$ cat src/rtl/add_result_fifo.sv
// ---------------------------------------------------------------------------
// add_result_fifo
//
// Result buffer behind the 32-bit carry-skip adder. Each 33-bit sum
// {cout, s[31:0]} is captured into a small synchronous FIFO with a
// valid/ready handshake on both sides. This lets the combinational adder run
// ahead of a slower consumer. A saturating counter records how many accepted
// words had the carry-out bit set.
//
// Parameters
//   WIDTH : result word width; bit WIDTH-1 is the carry-out
//   DEPTH : FIFO entries (power of two, >= 2)
//   CNT_W : width of the carry-out statistics counter
//
// Ports
//   clk        : rising-edge clock
//   rst_n      : asynchronous active-low reset (pointers, occupancy, stats)
//   in_valid   : upstream presents a sum on in_sum
//   in_sum     : adder result {cout, s}
//   in_ready   : FIFO can accept a word this cycle (registered state only)
//   out_valid  : head word is available
//   out_sum    : head word, forced to zero when the FIFO is empty
//   out_ready  : consumer accepts the head word
//   count      : current occupancy, 0..DEPTH
//   carry_cnt  : saturating count of accepted words with the carry bit set
//   clr_stats  : synchronous clear of carry_cnt; wins over an increment
// ---------------------------------------------------------------------------
module add_result_fifo #(
    parameter int WIDTH = 33,
    parameter int DEPTH = 4,
    parameter int CNT_W = 16
) (
    input  logic                     clk,
    input  logic                     rst_n,
    input  logic                     in_valid,
    input  logic [WIDTH-1:0]         in_sum,
    output logic                     in_ready,
    output logic                     out_valid,
    output logic [WIDTH-1:0]         out_sum,
    input  logic                     out_ready,
    output logic [$clog2(DEPTH):0]   count,
    output logic [CNT_W-1:0]         carry_cnt,
    input  logic                     clr_stats
);

    localparam int PTR_W = $clog2(DEPTH);
    localparam int OCC_W = PTR_W + 1;

    // Increment that sticks at the all-ones value instead of wrapping.
    function automatic logic [CNT_W-1:0] sat_inc(input logic [CNT_W-1:0] v);
        return (&v) ? v : v + CNT_W'(1);
    endfunction

    logic [WIDTH-1:0] mem_q [DEPTH];

    logic [PTR_W-1:0] wr_ptr_q, wr_ptr_d;
    logic [PTR_W-1:0] rd_ptr_q, rd_ptr_d;
    logic [OCC_W-1:0] count_q,  count_d;
    logic [CNT_W-1:0] carry_q,  carry_d;

    logic push;
    logic pop;
    logic full;
    logic empty;

    // Handshake qualifiers come from the registered occupancy only, so there
    // is no combinational path from out_ready to in_ready.
    assign full  = (count_q == OCC_W'(DEPTH));
    assign empty = (count_q == '0);
    assign push  = in_valid  & ~full;
    assign pop   = out_ready & ~empty;

    always_comb begin
        wr_ptr_d = wr_ptr_q;
        rd_ptr_d = rd_ptr_q;
        count_d  = count_q;
        carry_d  = carry_q;

        // Pointers are exactly log2(DEPTH) bits, so wrap is free.
        if (push) begin
            wr_ptr_d = wr_ptr_q + PTR_W'(1);
        end
        if (pop) begin
            rd_ptr_d = rd_ptr_q + PTR_W'(1);
        end

        case ({push, pop})
            2'b10:   count_d = count_q + OCC_W'(1);
            2'b01:   count_d = count_q - OCC_W'(1);
            default: count_d = count_q;
        endcase

        if (clr_stats) begin
            carry_d = '0;
        end else if (push && in_sum[WIDTH-1]) begin
            carry_d = sat_inc(carry_q);
        end
    end

    always_ff @(posedge clk or negedge rst_n) begin
        if (!rst_n) begin
            wr_ptr_q <= '0;
            rd_ptr_q <= '0;
            count_q  <= '0;
            carry_q  <= '0;
        end else begin
            wr_ptr_q <= wr_ptr_d;
            rd_ptr_q <= rd_ptr_d;
            count_q  <= count_d;
            carry_q  <= carry_d;
        end
    end

    // Storage is deliberately left out of reset; stale entries are never
    // visible because out_sum is masked whenever the FIFO is empty.
    always_ff @(posedge clk) begin
        if (push) begin
            mem_q[wr_ptr_q] <= in_sum;
        end
    end

    assign in_ready  = ~full;
    assign out_valid = ~empty;
    assign out_sum   = empty ? '0 : mem_q[rd_ptr_q];
    assign count     = count_q;
    assign carry_cnt = carry_q;

endmodule
$ cat config.mk
export PLATFORM = sky130hd
export DESIGN_NAME = add_result_fifo
export DESIGN_NICKNAME = d
export VERILOG_FILES = /design/src/rtl/add_result_fifo.sv
export SDC_FILE = /design/constraint.sdc
export NUM_CORES = 1
export LEC_CHECK = 0
export CAP_MARGIN = 20
export CORE_ASPECT_RATIO = 2
export CORE_MARGIN = 2
export CORE_UTILIZATION = 45
export CTS_CLUSTER_DIAMETER = 100
export CTS_CLUSTER_SIZE = 8
export DETAILED_ROUTE_END_ITERATION = 10
export GPL_TIMING_DRIVEN = 0
export HOLD_SLACK_MARGIN = 0.03
export PLACE_DENSITY = 0.81
export SLEW_MARGIN = 5
export SYNTH_ARGS = -nofsm -noshare
export SYNTH_HDL_FRONTEND = slang
export SYNTH_SLANG_ARGS = --single-unit
$ cat constraint.sdc
create_clock -name clk -period 2.13 [get_ports clk]
set_input_delay 0.426 -clock clk [delete_from_list [all_inputs] [get_ports clk]]
set_output_delay 0.426 -clock clk [all_outputs]
set_load 0.05 [all_outputs]
==> impl_metrics.ini, run 1 <==
[timing]
setup_viol = 33
maxSlewHeadroom_pct = 39.5
finalMaxSlewViolations = 0
worstMarginPinSlew_ns = 0.908
max_freq_mhz = 424
rsz0062_at_grt = yes
finalCriticalPeriod_ns = 2.36
finalHoldViolCount = 0
clock_skew_ns = 0.00787
setup_slack_ns = -0.229
min_period_over_period_pct = 111

[floorplanning]
pin_count = 92
core_area_sq_mm = 0.0138
die_w_um = 87.7
num_rows = 61
dieArea_sq_mm = 0.0150
die_y_um = 171
start_util_pct = 45.7

[grt]
grt_max_degree = 34
track_usage_pct = 18.3
grt_pass1_wl_mm = 20.0
antenna_found_initial = 0
grt_pass1_vias = 3812
gr-total-overflow = 0

[cells_and_area]
fillers = 1002
syn_to_final_growth_pct = 36.0
regArea_sq_mm = 0.00455
multi_input_area_sq_mm = 0.00181
drive_above_1_share_pct = 37.0
final_common_cell = edfxtp_1
final_nets = 513
antenna_cells = 0
layout_common_cells = edfxtp_1 (132), clkdlybuf4s50_1 (40), mux4_2 (33), and2_4 (33), buf_8 (32)
fin_area_sq_mm = 0.00858

[run]
drv_cap = 0

[worst_setup_path]
critPathSlowestCell = mux4_2
crit_type = reg2out
rrSetupSlack_ns = 0.06
worstPathCellList = buf_12, clkbuf_16, mux4_2, and2_4, buf_8
reg2reg_from = count[0]$_DFFE_PN0P_
required_ns = 1.70
critical_path_buf_inv_count = 3
slowest_delay_ns = 0.50
worstReg2RegEnd = count[2]$_DFFE_PN0P_
cp-end-kind = output pin
crit_path_start_kind = register
crit_family = multiplexers
r2r_cells = 9
crit_fanout = 7
cp.arrival_ns = 1.93

[placed_design]
post-dp-hpwl_mm = 8.27
gp_congestion = 0.842
post_dp_cell_area_sq_mm = 0.00751
io_buffers = 90

[routing]
first_pass_iters = 5
ant_nets = 0
drt_iter0_markers = 216
drc = 0
vias = 3591
wl_mm = 13.2
vias_per_cell = 5.36
wire_per_inst_um = 19.7

[synth]
syn_inst = 347
yosys_most_used_dff = edfxtp_1
seq_area_frac_synth_pct = 72.0
mappedNetlistArea_sq_mm = 0.00631
ys_ff_latch = 155
synth_fp_nets = 392
syn_area_per_cell_sq_um = 18.2
synth_edf_count = 132
ys_warn_count = 0
synth.distinct_cells = 35
synthArstFlopShare_pct = 14.8

[pwr]
power_mw = 14.0
p_per_area_mw_per_mm2 = 1630
p_leak_nw = 3.14
ir_worst_vdd_mv = 0.913

[clock_tree]
clk_path_buf_depth = 2
ctsHoldBuffers = 0
cts.sinks = 155
numCtsBuffers = 17
cts_max_level = 4
cts_tree = done
path_clk_slew_ns = 0.06
clkLatencyLatePin_ns = 0.41
root_buffer = clkbuf_16

[worst_hold_path]
hold_class = in2async

[outcome]
status = finished, violations left
violations = setup timing
-- per-stage QoR --
step / instances / setup TNS (ns) / utilization, % / setup slack, ns / hold WS, ns
6_report: 670 / -6.04 / 62.1 / -0.229 / 0.297
5_1_grt: 670 / -7.81 / 62.1 / -0.288 / 0.302
4_1_cts: 668 / -6.95 / 60.7 / -0.263 / 0.400
3_5_place_dp: 626 / -80.35 / 54.3 / -0.839 / 0.508
3_3_place_gp: 626 / -75.53 / 54.3 / -0.800 / 0.483
2_1_floorplan: 347 / -0.172 / - / -0.172 / 0.130
-- cell usage after synthesis, drive strengths merged, types with 6 or more instances --
cell,instances,area (sq um)
edfxtp,132,3960
and2,35,219
mux4,33,743
dfrtp,23,576
a21oi,13,65.1
o31ai,10,75.1
buf,9,45.1
or4,9,67.6
clkbuf,8,30.0
inv,7,26.3
ha,6,75.1
nand2,6,22.5
nand3,6,30.0
nand4,6,37.5
-- cell families after synthesis --
kind of cell | after synthesis | synth area share, %
buffers and inverters | 24 | 1.61
DFF | 155 | 72.0
adders and majority gates | 7 | 1.51
muxes | 38 | 12.6
and+or+nand+nor | 90 | 8.89
AOI/OAI and AO/OA | 27 | 2.58
xor gates and xnor gates | 6 | 0.833
-- timing repair --
| item | CTS | global route |
|---|---|---|
| setup endpoints to repair | 45 | 174 |
| setup buffers | 12 | 1 |
| cloned | 2 | 2 |
| pin swaps | 11 | 27 |
| resized for setup | 316 | 51 |
-- how the worst max path moves through the flow --
stage	startpoint	endpoint	slack, ns	depth (start not counted)
final	rd_ptr_q[0]$_DFFE_PN0P_	out_sum[4]	-0.23	5
after global routing	rd_ptr_q[0]$_DFFE_PN0P_	out_sum[4]	-0.29	5
after global placement	rd_ptr_q[1]$_DFFE_PN0P_	out_sum[29]	-0.80	5
after CTS	rd_ptr_q[0]$_DFFE_PN0P_	out_sum[3]	-0.26	6
after floorplan	count[0]$_DFFE_PN0P_	count[2]$_DFFE_PN0P_	-0.17	10
after detailed placement	rd_ptr_q[1]$_DFFE_PN0P_	out_sum[29]	-0.84	5
-- layout make-up --
cell class	count	share of cell area [%]
sequential	155	53.0
multi-input combinational	168	21.1
timing repair buffer	106	14.7
clock buffer	18	5.00
tap	189	2.76
buffer	13	1.82
clock inverter	14	1.34
inverter	7	0.306
-- flip-flops by register name, summed over array words and instances, names as in the netlist --
name and count:
mem_q 132, carry_cnt 16, count 3, rd_ptr_q 2, wr_ptr_q 2
-- power by group --
part	total, mW	leakage [nW]	switching, mW	internal (mW)
Combinational	7.09	1.38	3.73	3.36
Sequential	4.16	1.51	0.204	3.95
Clock	2.71	0.253	1.20	1.51
Total	14.0	3.14	5.13	8.82
-- layer usage --
layer	track usage [%]	wire length (um)
met5	0	0
met4	6.35	216
met3	4.37	472
met2	33.7	7800
met1	20.0	4700
Power figures use the tool's default switching activity.
==> inputs of run 2 (changes only) <==
Settings changed: PLACE_DENSITY 0.81 to 0.78.
Clock period 2.13 ns to 2.5 ns, I/O delays scaled along.
==> run 2 against run 1 <==
The run now ends clean; critical path depth fell by 1; combinational power fell by 28%; global-route usage down 0.86 points; first-iteration DRC count up 13%; largest power group unchanged; non-clock buffer count decreased by 6; total power is 21% lower; count of clock-buffer cells in the layout did not move; clock power shrank 10%; sequential share of layout area rose by 1.8 points; via count fell by 0.84%; critical path type unchanged.
==> impl_metrics.ini, run 2 (synthesized netlist as in run 1, its figures left out) <==
[outcome]
status = finished clean

[timing]
max_freq_mhz = 405
finalMaxSlewViolations = 0
setup_viol = 0
setup-tns-final_ns = 0
min_period_over_period_pct = 98.9
worstMarginPinSlew_ns = 0.929
maxSlewHeadroom_pct = 38.1
hold_ws_ns = 0.319
rsz0062_at_grt = yes
clock_skew_ns = 0.00878
finalHoldViolCount = 0
finalCriticalPeriod_ns = 2.47

[run]
drv_cap = 0

[worst_setup_path]
critPathSlowestCell = mux4_2
cp-end-kind = output pin
worstPathCellList = clkbuf_16, mux4_2, and2_1, clkdlybuf4s15_2
cp.arrival_ns = 1.97
crit_path_start_kind = register
r2r_cells = 10
crit_fanout = 4
slowest_delay_ns = 0.47
required_ns = 2.00
crit_type = reg2out

[cells_and_area]
drive_above_1_share_pct = 29.3
syn_to_final_growth_pct = 31.5
fin_util_pct = 60.0
top_register = mem_q
layout_common_cells = edfxtp_1 (132), clkdlybuf4s50_1 (55), mux4_2 (33)
instances_no_fill = 664
final_nets = 507
antenna_cells = 0
fillers = 998
final_common_cell = edfxtp_1
largest_register_ffs = 132

[placed_design]
io_buffers = 90
dp.cells = 629
post-dp-hpwl_mm = 8.35
gp_congestion = 0.845

[routing]
vias_per_cell = 5.36
vias = 3561
first_pass_iters = 5
wire_per_inst_um = 18.8
wl_mm = 12.5
drt_iter0_markers = 244
ant_nets = 0
drc = 0

[clock_tree]
cts_tree = done
cts.sinks = 155
clkLatencyLatePin_ns = 0.41
numCtsBuffers = 17
cts_max_level = 4
path_clk_slew_ns = 0.06
ctsHoldBuffers = 0
clk_path_buf_depth = 2
root_buffer = clkbuf_16

[grt]
antenna_found_initial = 0
grt_max_degree = 34
track_usage_pct = 17.4
grtUsageMet3_pct = 4.08
met2_usage_pct = 31.4
grt_pass1_vias = 3742
grt_pass1_wl_mm = 19.4
gr-total-overflow = 0
gr-usage-met1_pct = 19.5
busiest_layer = met2

[floorplanning]
die_w_um = 87.7
num_rows = 61
start_util_pct = 45.7
pin_count = 92
die_y_um = 171
dieArea_sq_mm = 0.0150
core_area_sq_mm = 0.0138

[pwr]
ir_worst_vdd_mv = 0.958
p_leak_nw = 2.88
p_per_area_mw_per_mm2 = 1330

[worst_hold_path]
hold_class = in2async
==> run 2: worst paths after layout <==
path / from / to / slack [ns]
min: rst_n / wr_ptr_q[1]$_DFFE_PN0P_ / 0.32
min reg2reg: count[2]$_DFFE_PN0P_ / count[2]$_DFFE_PN0P_ / 0.50
max in group asynchronous: rst_n / rd_ptr_q[0]$_DFFE_PN0P_ / 1.75
max reg2reg: count[1]$_DFFE_PN0P_ / count[2]$_DFFE_PN0P_ / 0.12
max: rd_ptr_q[0]$_DFFE_PN0P_ / out_sum[32] / 0.03
min in group clk: clr_stats / carry_cnt[12]$_DFFE_PN0P_ / 0.49
==> run 2: layer usage <==
| layer | wire, um | share of wire (%) |
|---|---|---|
| met4 | 208 | 1.7 |
| met3 | 539 | 4.3 |
| met5 | 0 | 0 |
| met2 | 7130 | 57 |
| met1 | 4590 | 37 |
==> run 2: critical path, delay by kind of cell (launching register included) <==
kind | cells | cell delay [ns]
and+or+nand+nor | 1 | 0.16
buffers and inverters | 2 | 0.51
muxes | 1 | 0.47
DFF | 1 | 0.41
==> run 2: through the flow <==
stage	worst slack, ns	cell area (sq um)	power, mW
final	0.0287	8290	11.0
after global routing	-0.0281	8290	11.5
after CTS	-0.00252	8080	10.6
after detailed placement	-0.520	7540	8.29
after global placement	-0.542	7450	8.11
after floorplan	-0.119	6310	6.73
==> run 2: what timing repair did <==
action,in CTS,in global routing
gates cloned,0,2
hold endpoints to repair,0,0
resized for setup,202,75
setup endpoints to repair,36,33
setup buffers,1,1
==> run 2: power by group <==
group | internal [mW] | switching (mW)
Clock | 1.39 | 1.04
Combinational | 2.12 | 2.95
Sequential | 3.36 | 0.178
Total | 6.87 | 4.18
==> run 2: layout make-up <==
type	count	area [sq um]	share of cell area (%)
flip-flops and latches	155	4540	54.8
multi-input cells	168	1710	20.6
repair buffers	98	1060	12.7
clock buffers	18	429	5.18
well taps	189	236	2.85
plain buffers	15	160	1.93
clock inverters	14	136	1.64
inverters	7	26.3	0.317
